<file path="src/rtl/pc_stack.sv">
// pc_stack: program counter for the pico-MIPS core with a return-address stack.
//
// Each cycle the PC performs exactly one action. The priority is
// reset > halt > ret > call > abs_jump > rel_branch > increment. All address
// arithmetic wraps silently modulo 2^AddrSz.
//
// The return-address stack (RAS) is a circular array. When a call arrives
// with the stack full, the oldest entry is overwritten, so a long call chain
// keeps only the most recent StackDepth return addresses.
//
// Ports:
//   clk          system clock, rising edge
//   n_reset      synchronous active-low reset (highest priority)
//   halt         freezes addr, depth, RAS and flags
//   rel_branch   addr <= addr + offset
//   abs_jump     addr <= target
//   call         push addr+1, addr <= target
//   ret          pop top of stack into addr (empty: addr+1, sets underflow)
//   offset       two's-complement branch offset (AddrSz bits)
//   target       absolute jump/call destination
//   addr         current program address (registered)
//   depth        number of valid RAS entries
//   stack_full   depth == StackDepth
//   stack_empty  depth == 0
//   overflow     sticky: a call happened while full
//   underflow    sticky: a ret happened while empty
module pc_stack #(
  parameter int                AddrSz     = 6,
  parameter int                StackDepth = 4,
  parameter logic [AddrSz-1:0] ResetAddr  = '0
) (
  input  logic                              clk,
  input  logic                              n_reset,
  input  logic                              halt,
  input  logic                              rel_branch,
  input  logic                              abs_jump,
  input  logic                              call,
  input  logic                              ret,
  input  logic [AddrSz-1:0]                 offset,
  input  logic [AddrSz-1:0]                 target,
  output logic [AddrSz-1:0]                 addr,
  output logic [$clog2(StackDepth+1)-1:0]   depth,
  output logic                              stack_full,
  output logic                              stack_empty,
  output logic                              overflow,
  output logic                              underflow
);

  localparam int DepthW = $clog2(StackDepth + 1);
  localparam int PtrW   = (StackDepth > 1) ? $clog2(StackDepth) : 1;

  // Modulo-2^AddrSz add; the delta is signed, so a raw two's-complement
  // offset moves the PC backwards as expected.
  function automatic logic [AddrSz-1:0] add_mod(input logic [AddrSz-1:0]        base,
                                                input logic signed [AddrSz-1:0] delta);
    return base + $unsigned(delta);
  endfunction

  function automatic logic [PtrW-1:0] ptr_inc(input logic [PtrW-1:0] p);
    return (p == PtrW'(StackDepth - 1)) ? '0 : p + PtrW'(1);
  endfunction

  function automatic logic [PtrW-1:0] ptr_dec(input logic [PtrW-1:0] p);
    return (p == '0) ? PtrW'(StackDepth - 1) : p - PtrW'(1);
  endfunction

  logic [AddrSz-1:0]        ras [StackDepth];
  logic [PtrW-1:0]          wr_ptr;    // next slot to write; when full it is the oldest entry
  logic [PtrW-1:0]          top_ptr;   // most recently pushed entry
  logic signed [AddrSz-1:0] offset_s;
  logic [AddrSz-1:0]        ret_addr;
  logic                     active;
  logic                     push;

  assign offset_s    = $signed(offset);
  assign ret_addr    = add_mod(addr, AddrSz'(1));
  assign top_ptr     = ptr_dec(wr_ptr);
  assign stack_full  = (depth == DepthW'(StackDepth));
  assign stack_empty = (depth == '0);
  assign active      = n_reset && !halt;
  assign push        = active && !ret && call;

  // RAS storage: data only, never reset.
  always_ff @(posedge clk) begin
    if (push) begin
      ras[wr_ptr] <= ret_addr;
    end
  end

  // PC, stack pointer, depth and sticky flags.
  always_ff @(posedge clk) begin
    if (!n_reset) begin
      addr      <= ResetAddr;
      depth     <= '0;
      wr_ptr    <= '0;
      overflow  <= 1'b0;
      underflow <= 1'b0;
    end else if (!halt) begin
      if (ret) begin
        if (!stack_empty) begin
          addr   <= ras[top_ptr];
          depth  <= depth - DepthW'(1);
          wr_ptr <= top_ptr;
        end else begin
          addr      <= ret_addr;
          underflow <= 1'b1;
        end
      end else if (call) begin
        addr   <= target;
        wr_ptr <= ptr_inc(wr_ptr);
        if (stack_full) begin
          overflow <= 1'b1;
        end else begin
          depth <= depth + DepthW'(1);
        end
      end else if (abs_jump) begin
        addr <= target;
      end else if (rel_branch) begin
        addr <= add_mod(addr, offset_s);
      end else begin
        addr <= ret_addr;
      end
    end
  end

endmodule

</file>
<file path="config.mk">
export PLATFORM = sky130hd
export DESIGN_NAME = pc_stack
export DESIGN_NICKNAME = d
export VERILOG_FILES = /design/src/rtl/pc_stack.sv
export SDC_FILE = /design/constraint.sdc
export NUM_CORES = 1
export LEC_CHECK = 0
export CAP_MARGIN = 20
export CORE_ASPECT_RATIO = 0.5
export CORE_UTILIZATION = 47
export DETAILED_ROUTE_END_ITERATION = 6
export PLACE_DENSITY = 0.73
export SLEW_MARGIN = 20
export SYNTH_ARGS = -nofsm -noshare
export SYNTH_HDL_FRONTEND = slang
export SYNTH_SLANG_ARGS = --single-unit
</file>
<file path="constraint.sdc">
create_clock -name clk -period 2.3 [get_ports clk]
set_input_delay 0.69 -clock clk [delete_from_list [all_inputs] [get_ports clk]]
set_output_delay 0.69 -clock clk [all_outputs]
set_load 0.02 [all_outputs]
</file>
==> flow_metrics.py <==
metrics = {
    "die": {
        "dieArea_um2": 4600,
        "die_h_um": 48.4,
        "core_um2": 4020,
        "row_count": 16,
        "initial_core_util_pct": 50.4,
        "num_io_pins": 32,
        "die_w_um": 94.9,
    },
    "synthesis": {
        "synth_top_cell_by_area": "edfxtp_1",
        "yosys_warnings": 0,
        "syn_nets": 202,
        "netlist_area_um2": 2030,
        "synth_cell_type_count": 41,
        "synth_edf_count": 24,
        "synth.top_cell.area_share_pct": 35.6,
        "synth_area_leaders": "edfxtp_1, dfxtp_1, ha_1",
        "ys_async_sr_fraction_pct": 0,
        "ys_ff_latch": 37,
        "synth-main-ff-cell": "edfxtp_1",
        "syn_inst": 171,
        "syn_area_per_cell_um2": 11.9,
        "yosysSeqAreaShare_pct": 48.4,
    },
    "routing": {
        "drt-pass1-iter-count": 4,
        "first_iter_violations": 105,
        "vias": 1549,
        "ant_nets": 0,
        "wire_per_inst_um": 16.6,
        "routed_wl_mm": 4.68,
        "drt-vias-per-instance": 5.49,
        "drc": 0,
    },
    "final_layout": {
        "final_layout_size_suffix_gt1_share_pct": 21.9,
        "postLayoutCoreUtil_pct": 66.2,
        "final_common_cell": "clkdlybuf4s50_1",
        "fin_nets": 258,
        "nFillCells": 317,
        "num_antenna_cells": 0,
        "final_area_um2": 2660,
        "syn_to_final_growth_pct": 31.4,
        "final_cell_mix": "clkdlybuf4s50_1, edfxtp_1, buf_4",
    },
    "worst_hold_path": {
        "hp-class": "reg2reg",
    },
    "flow_run": {
        "maxCapViolations": 0,
    },
    "worst_setup_path": {
        "max_stage_delay_ps": 680,
        "path_class": "reg2out",
        "crit_chain": "clkdlybuf4s50_1",
        "cp.arrival_ps": 1480,
        "worstSetupEndpointType": "output port",
        "crit_slowest_cell": "clkdlybuf4s50_1",
        "cp-start-kind": "flop",
        "worstPathRequired_ps": 1610,
        "worst-path-buf-inv": 1,
        "path_delay_family": "buffers and inverters",
        "path_max_fanout": 7,
    },
    "power_and_ir_drop": {
        "p_seq_share_pct": 46.9,
        "netSwitchingPower_uw": 494,
        "intPower_mw": 1.15,
        "power_frac_comb_pct": 23.9,
        "p_sw_share_pct": 30.0,
        "leakagePower_nw": 1.04,
        "p_per_area_nw_per_um2": 618,
        "ir_worst_vdd_mv": 0.287,
        "power.share.clock_pct": 29.2,
    },
    "grt": {
        "grt_pass1_wl_mm": 7.50,
        "grt_max_degree": 15,
        "antenna_found_initial": 0,
        "grt_overflow_total": 0,
        "grt_use_total_pct": 22.3,
        "grt_pass1_vias": 1527,
    },
    "timing": {
        "worstMarginPinSlew_ps": 615,
        "clock.fmax_mhz": 461,
        "setup_viol": 0,
        "finClkSkew_ps": 10.3,
        "rsz0062_at_grt": "no",
        "slew_headroom_pct": 58.7,
        "finalCriticalPeriod_ps": 2170,
        "slew_violations": 0,
        "hold_viol_final": 0,
        "fin_tns_setup_ps": 0,
        "fin_crit_sh_pct": 94.3,
    },
    "place": {
        "place_area_um2": 2540,
        "portBuffers": 31,
        "routabilityCongestion": 0.874,
        "hpwl_mm": 3.51,
    },
    "cts": {
        "cts.sinks": 37,
        "cts.path.max_buffers": 2,
        "cts-buffers-inserted": 5,
        "clkTransAtPathRegs_ps": 90,
        "cts_tree": "yes",
        "hold_buffers": 0,
        "ctsHtreeMaxLevel": 2,
        "insertion_delay_ps": 300,
        "cts_root_buf": "clkbuf_8",
    },
    "run_status": {
        "status": "finished, final reports clean",
    },
}
## per-stage QoR
step / worst slack (ps) / std cells / hold WS, ps / total power [mW]
after floorplan: 173 / 171 / 498 / 1.01
after global routing: 4.91 / 282 / 553 / 1.72
after detailed placement: -424 / 273 / 466 / 1.17
after CTS: 3.99 / 282 / 484 / 1.65
after global placement: -348 / 273 / 449 / 1.16
final: 130 / 282 / 481 / 1.65
## worst paths after layout
kind	start	endpoint	slack (ps)	cells after the start
worst max-delay path	addr[0]	addr[0]	130	1
worst min-delay path	underflow	underflow	480	2
worst max register to register	wr_ptr[0]	addr[5]	150	7
worst min register to register	underflow	underflow	480	2
## kinds of logic after synthesis
logic type      count (synthesis)  share of synthesized area [%]
flops                          37                           48.4
compound gates                 39                           12.8
simple gates                   46                           13.1
buf+inv                        18                           4.69
xor+xnor                       10                           4.32
fa+ha+maj                      12                           8.15
mux                             9                           8.52
## layer usage
| metal | GRT usage [%] | vias to the layer above | part of all wire (%) |
|---|---|---|---|
| li1 | - | 748 | - |
| met1 | 33.0 | 727 | 48 |
| met2 | 33.1 | 65 | 43 |
| met3 | 6.29 | 9 | 8.0 |
| met4 | 3.79 | 0 | 0.79 |
| met5 | 0 | - | 0 |
## flip-flops by register name, indices dropped and copies added, names as in the netlist
signal,cells
addr,6
depth,3
overflow,1
ras,24
underflow,1
wr_ptr,2
## Yosys cell counts, types with 2 or more instances
library cell	count
dfxtp_1	13
inv_1	11
xnor2_1	5
a21o_1	2
mux2i_1	3
a21oi_1	9
mux4_1	2
buf_2	2
nor2_1	16
a222oi_1	2
a22o_1	2
nor2_4	4
nand2_1	6
fa_1	2
a211oi_1	3
ha_1	10
o21ai_0	6
o22ai_1	2
and3_1	2
nor4_1	2
a31oi_1	3
buf_4	2
o211ai_1	4
mux4_2	4
and2_1	7
edfxtp_1	24
a22oi_1	3
nand3_1	3
xor2_1	5
## cell type report
cell class | count | area [µm²] | area share, %
sequential | 37 | 981 | 36.8
multi-input combinational | 116 | 967 | 36.3
timing repair buffer | 55 | 509 | 19.1
clock buffer | 5 | 68.8 | 2.58
tap | 54 | 67.6 | 2.54
inverter | 12 | 45.0 | 1.69
clock inverter | 3 | 25.0 | 0.939
## power groups by stage
stage | clock network [mW] | logic [mW] | registers, mW
final | 0.481 | 0.394 | 0.771
after global routing | 0.518 | 0.431 | 0.775
after CTS | 0.484 | 0.397 | 0.771
after detailed placement | 0 | 0.385 | 0.786
after global placement | 0 | 0.375 | 0.785
after floorplan | 0 | 0.214 | 0.797
## timing repair
action | in CTS | in global routing
hold endpoints to repair | 0 | 0
endpoints found under the setup margin | 2 | 5
pin swaps | 6 | 1
resized for setup | 7 | 4
setup buffers | 1 | 0
Note: power is estimated with default switching activity, not from simulation.
